File: config.mk
export PLATFORM = sky130hd
export DESIGN_NAME = div_sequencer
export DESIGN_NICKNAME = d
export VERILOG_FILES = /design/src/rtl/div_sequencer.sv
export SDC_FILE = /design/constraint.sdc
export NUM_CORES = 1
export LEC_CHECK = 0
export ABC_AREA = 1
export CORE_ASPECT_RATIO = 2
export CORE_MARGIN = 3
export CORE_UTILIZATION = 35
export DETAILED_ROUTE_END_ITERATION = 8
export GPL_TIMING_DRIVEN = 0
export HOLD_SLACK_MARGIN = 0.06
export PLACE_DENSITY_LB_ADDON = 0.12
export SYNTH_ARGS = -nofsm -noshare
export SYNTH_HDL_FRONTEND = slang
export SYNTH_SLANG_ARGS = --single-unit
File: constraint.sdc
create_clock -name clk -period 2 [get_ports clk]
set_input_delay 0.3 -clock clk [delete_from_list [all_inputs] [get_ports clk]]
set_output_delay 0.3 -clock clk [all_outputs]
set_load 0.02 [all_outputs]
File: src/rtl/div_sequencer.sv
// Sequential restoring divider for 8086-style DIV/IDIV r/m8: 2*DW-bit dividend by DW-bit divisor,
// one shift/subtract step per clock, with divide-by-zero and quotient-overflow detection.
module div_sequencer #(
    parameter int DW = 8
) (
    input  logic            clk,
    input  logic            rst,
    input  logic            start,
    input  logic            signed_op,
    input  logic [2*DW-1:0] dividend,
    input  logic [DW-1:0]   divisor,
    output logic            busy,
    output logic            done,
    output logic [DW-1:0]   quotient,
    output logic [DW-1:0]   remainder,
    output logic            div_error
);

    localparam int CW = $clog2(2 * DW);

    typedef enum logic [2:0] {
        S_IDLE,
        S_LOAD,
        S_DIV,
        S_FIX,
        S_DONE
    } state_t;

    state_t          state_q, state_d;
    logic [2*DW-1:0] dvd_q, dvd_d;      // dividend, becomes the full quotient during DIV
    logic [DW-1:0]   dvs_q, dvs_d;
    logic [DW:0]     rem_q, rem_d;
    logic [CW-1:0]   cnt_q, cnt_d;
    logic            signed_q, signed_d;
    logic            qneg_q, qneg_d;
    logic            rneg_q, rneg_d;
    logic            busy_q, busy_d;
    logic            done_q, done_d;
    logic            err_q, err_d;
    logic [DW-1:0]   quot_q, quot_d;
    logic [DW-1:0]   rmd_q, rmd_d;

    logic            dvd_neg, dvs_neg;
    logic [2*DW-1:0] dvd_mag;
    logic [DW-1:0]   dvs_mag;
    logic [DW+1:0]   trial;
    logic [DW-1:0]   q_lo, r_lo;
    logic            ovf;

    always_comb begin
        // NOTE: every _d gets its hold value first so no path through the case leaves it unassigned (no latches).
        state_d  = state_q;
        dvd_d    = dvd_q;
        dvs_d    = dvs_q;
        rem_d    = rem_q;
        cnt_d    = cnt_q;
        signed_d = signed_q;
        qneg_d   = qneg_q;
        rneg_d   = rneg_q;
        err_d    = err_q;
        quot_d   = quot_q;
        rmd_d    = rmd_q;

        dvd_neg = signed_q & dvd_q[2*DW-1];
        dvs_neg = signed_q & dvs_q[DW-1];
        dvd_mag = dvd_neg ? ('0 - dvd_q) : dvd_q;
        dvs_mag = dvs_neg ? ('0 - dvs_q) : dvs_q;

        // Shifted partial remainder minus divisor; MSB set means the trial went negative.
        trial = {rem_q, dvd_q[2*DW-1]} - {2'b00, dvs_q};

        q_lo = dvd_q[DW-1:0];
        r_lo = rem_q[DW-1:0];
        ovf  = signed_q ? (|dvd_q[2*DW-1:DW-1]) : (|dvd_q[2*DW-1:DW]);

        unique case (state_q)
            S_IDLE: begin
                if (start) begin
                    dvd_d    = dividend;
                    dvs_d    = divisor;
                    signed_d = signed_op;
                    err_d    = 1'b0;
                    state_d  = S_LOAD;
                end
            end
            S_LOAD: begin
                if (dvs_q == '0) begin
                    err_d   = 1'b1;
                    quot_d  = '0;
                    rmd_d   = '0;
                    state_d = S_DONE;
                end else begin
                    dvd_d   = dvd_mag;
                    dvs_d   = dvs_mag;
                    qneg_d  = dvd_neg ^ dvs_neg;
                    rneg_d  = dvd_neg;
                    rem_d   = '0;
                    cnt_d   = '0;
                    state_d = S_DIV;
                end
            end
            S_DIV: begin
                rem_d = trial[DW+1] ? {rem_q[DW-1:0], dvd_q[2*DW-1]} : trial[DW:0];
                dvd_d = {dvd_q[2*DW-2:0], ~trial[DW+1]};
                cnt_d = cnt_q + CW'(1);
                if (cnt_q == CW'(2 * DW - 1)) begin
                    state_d = S_FIX;
                end
            end
            S_FIX: begin
                if (ovf) begin
                    err_d  = 1'b1;
                    quot_d = '0;
                    rmd_d  = '0;
                end else begin
                    quot_d = qneg_q ? ('0 - q_lo) : q_lo;
                    rmd_d  = rneg_q ? ('0 - r_lo) : r_lo;
                end
                state_d = S_DONE;
            end
            S_DONE: begin
                state_d = S_IDLE;
            end
            default: begin
                state_d = S_IDLE;
            end
        endcase

        busy_d = (state_d != S_IDLE);
        done_d = (state_d == S_DONE);
    end

    always_ff @(posedge clk) begin
        // NOTE: all state uses non-blocking assignments so every flop samples the pre-edge values.
        if (rst) begin
            state_q  <= S_IDLE;
            dvd_q    <= '0;
            dvs_q    <= '0;
            rem_q    <= '0;
            cnt_q    <= '0;
            signed_q <= 1'b0;
            qneg_q   <= 1'b0;
            rneg_q   <= 1'b0;
            busy_q   <= 1'b0;
            done_q   <= 1'b0;
            err_q    <= 1'b0;
            quot_q   <= '0;
            rmd_q    <= '0;
        end else begin
            state_q  <= state_d;
            dvd_q    <= dvd_d;
            dvs_q    <= dvs_d;
            rem_q    <= rem_d;
            cnt_q    <= cnt_d;
            signed_q <= signed_d;
            qneg_q   <= qneg_d;
            rneg_q   <= rneg_d;
            busy_q   <= busy_d;
            done_q   <= done_d;
            err_q    <= err_d;
            quot_q   <= quot_d;
            rmd_q    <= rmd_d;
        end
    end

    assign busy      = busy_q;
    assign done      = done_q;
    assign quotient  = quot_q;
    assign remainder = rmd_q;
    assign div_error = err_q;

endmodule
==> metrics.csv, run 1 <==
metric,value,unit
swShare,40.9,%
use_met3,3.18,%
pre_cts_ws,-0.101,ns
die_area,0.0134,mm2
clock_path_buffers,2,
rows,55,
synth_edf_count,0,
num_io_pins,47,
cts_buffers,9,
initial_core_util,36.4,%
whs,0.463,ns
holdPathStages,2,
detail_route.iter0.violations,167,
use_met2,40.1,%
drc,0,
grt_first_pass_wirelength,21.5,mm
startpoint,dvs_q[6]$_SDFFE_PP0P_,
post-route-util,45.4,%
syn2layout_area_growth,24.7,%
place_inst,818,
max-vdd-ir-drop,0.000495,V
tritoncts,built,
grt_pass1_vias,4360,
tightestPinTransition,0.702,ns
portBuffers,45,
avgViaCountPerCell,5.17,
worst_slack,0.0939,ns
die_width,83.3,um
syn_area_per_cell,6.63,um2
totalWireLength,13.5,mm
clkTransAtPathRegs,0.06,ns
overflow,0,
dp_hpwl,10.6,mm
grt_max_degree,13,
antenna_found_initial,0,
hp-start,cnt_q[2]$_SDFFE_PP0P_,
start_kind,register,
drt_first_pass_iters,5,
mostFrequentLayoutCell,nand2_1,
hold_buffers,0,
root_buffer,clkbuf_16,
reg2regPathDepth,10,
cp-end-kind,register,
period_minus_slack,1.91,ns
grt_usage,20.3,%
synth.distinct_cells,43,
synthCells,631,
place.gp.congestion,0.871,
p_sw,2030,uW
internal_power,2940,uW
async_flop_share,0,%
clkPwrFrac,29.3,%
rsz0062_at_grt,true,
ant_nets,0,
core,0.0115,mm2
slew_headroom,53.2,%
p_per_area,952,mW/mm2
yosysSeqAreaShare,29.6,%
arrival,2.16,ns
hold_violations,0,
drv_slew,0,
p_seq_share,30.1,%
comb_power_share,40.6,%
clkSinkCount,62,
grtUsageMet1,19.2,%
final-setup-viol-count,0,
worstSkewPairLatency,0.33,ns
yosysWarnings,0,
drive_gt1_share,14.0,%
fin_nets,729,
clock_skew,0.00675,ns
antenna_cells,0,
vias,4316,
syn-cell-area,0.00419,mm2
fin_crit_sh,95.3,%
synth_fp_nets,672,
cts_max_level,3,
crit_type,register to register,
critPathRequiredTime,2.25,ns
avgRoutedWirePerCell,16.2,um
p_total,4970,uW
maxCapViolations,0,
r2r-start,dvs_q[6]$_SDFFE_PP0P_,
top_usage_layer,met2,
outcome,"finished, final reports clean",
synth_ff_type,dfxtp_1,
path_max_fanout,10,
max_clock_freq,525,MHz
ys_ff_latch,62,
die_h,161,um
final_cells,835,
hp-class,register to register,
leakage,0.00225,uW
layout_common_cells,"168 x nand2_1, 69 x inv_1, 63 x nand3_1",
worst max-delay path, stage by stage, from the launching register on:
cell and delay (ns):
dfxtp_1 0.35, inv_1 0.13, ha_4 0.31, nand2_1 0.09
nor2_2 0.16, nand3_2 0.17, nand3_2 0.17, nand2_4 0.11
nand3_1 0.09, nand3_1 0.09, a21oi_1 0.15
flip-flops by register name (all words and copies together) (netlist names):
register	count
dvs_q	8
dvd_q	16
rneg_q	1
busy	1
remainder	8
rem_q	9
cnt_q	4
done	1
signed_q	1
qneg_q	1
state_q	3
quotient	8
div_error	1
logic make-up (layout without fill, tap and decap cells):
kind of cell	count (synthesis)	after routing	synth area share (%)
AOI/OAI and AO/OA	118	118	16.2
xor gates and xnor gates	13	13	2.72
adders and majority gates	13	13	4.06
buffers and inverters	107	169	11.2
DFF	62	62	29.6
and+or+nand+nor	318	318	36.2
routing by layer:
| layer | vias to the layer above | share of wire, % |
|---|---|---|
| met3 | 35 | 3.2 |
| met5 | - | 0 |
| li1 | 2170 | - |
| met4 | 0 | 4.4 |
| met1 | 2004 | 35 |
| met2 | 107 | 58 |
synthesized netlist by cell type (2+ instances only):
cell / instances / area, um2
inv_2: 13 / 48.8
nand2_2: 5 / 31.3
or2_2: 2 / 12.5
o211ai_1: 10 / 75.1
nor3_1: 5 / 25.0
a21oi_1: 48 / 240
a21oi_2: 6 / 52.6
nand2_1: 170 / 638
inv_1: 74 / 278
xor2_1: 10 / 87.6
nor2_1: 36 / 135
o21ai_4: 2 / 32.5
nand3b_1: 8 / 60.1
o21ai_0: 36 / 180
xnor2_1: 3 / 26.3
nor2_4: 4 / 45.0
o221ai_1: 2 / 17.5
nand3_1: 64 / 320
nand4_2: 2 / 25.0
clkbuf_1: 6 / 22.5
nand3_4: 3 / 52.6
o21ai_1: 9 / 45.0
ha_1: 12 / 150
buf_6: 7 / 78.8
buf_2: 4 / 20.0
nand4_1: 4 / 25.0
nor2_2: 2 / 12.5
nand3_2: 5 / 50.1
a31oi_1: 2 / 12.5
nor3_2: 3 / 30.0
dfxtp_1: 62 / 1240
power by group through the flow:
stage / combinational [uW] / clock, uW / sequential, uW
3_5_place_dp: 1900 / 0 / 1510
3_3_place_gp: 1870 / 0 / 1510
5_1_grt: 2250 / 1530 / 1510
6_report: 2020 / 1460 / 1490
4_1_cts: 1960 / 1490 / 1490
2_1_floorplan: 1410 / 0 / 1490
per-stage QoR:
step / setup TNS [ns] / area, um2
after CTS: 0 / 5170
final: 0 / 5220
after detailed placement: -0.843 / 4810
after floorplan: 0 / 4190
after global routing: -0.200 / 5220
after global placement: -0.551 / 4810
final cells by class:
| class | count | area, um2 |
|---|---|---|
| Clock inverter | 6 | 48.8 |
| Inverter | 88 | 335 |
| Sequential cell | 62 | 1240 |
| Timing Repair Buffer | 46 | 458 |
| Clock buffer | 10 | 229 |
| Tap cell | 142 | 178 |
| Fill cell | 1199 | 6270 |
| Multi-Input combinational cell | 462 | 2590 |
| Buffer | 19 | 134 |
worst paths after layout:
check / end / slack [ns]
min reg2reg: cnt_q[2]$_SDFFE_PP0P_ / 0.46
max: rem_q[2]$_SDFFE_PP0P_ / 0.09
max reg2reg: rem_q[2]$_SDFFE_PP0P_ / 0.09
min: cnt_q[2]$_SDFFE_PP0P_ / 0.46
what timing repair did:
item,in CTS,in global routing
gates resized for setup,13,12
pin swaps,1,2
endpoints found under the setup margin,18,22
gates cloned,0,0
setup buffers,0,1
endpoints found under the hold margin,0,0
Note: power is estimated with default switching activity, not from simulation.
==> run 2, diff against run 1 <==
Settings changed: CAP_MARGIN from default to 0.
==> results of run 2 <==
Final layout, timing and power as in run 1 (identical DEF).
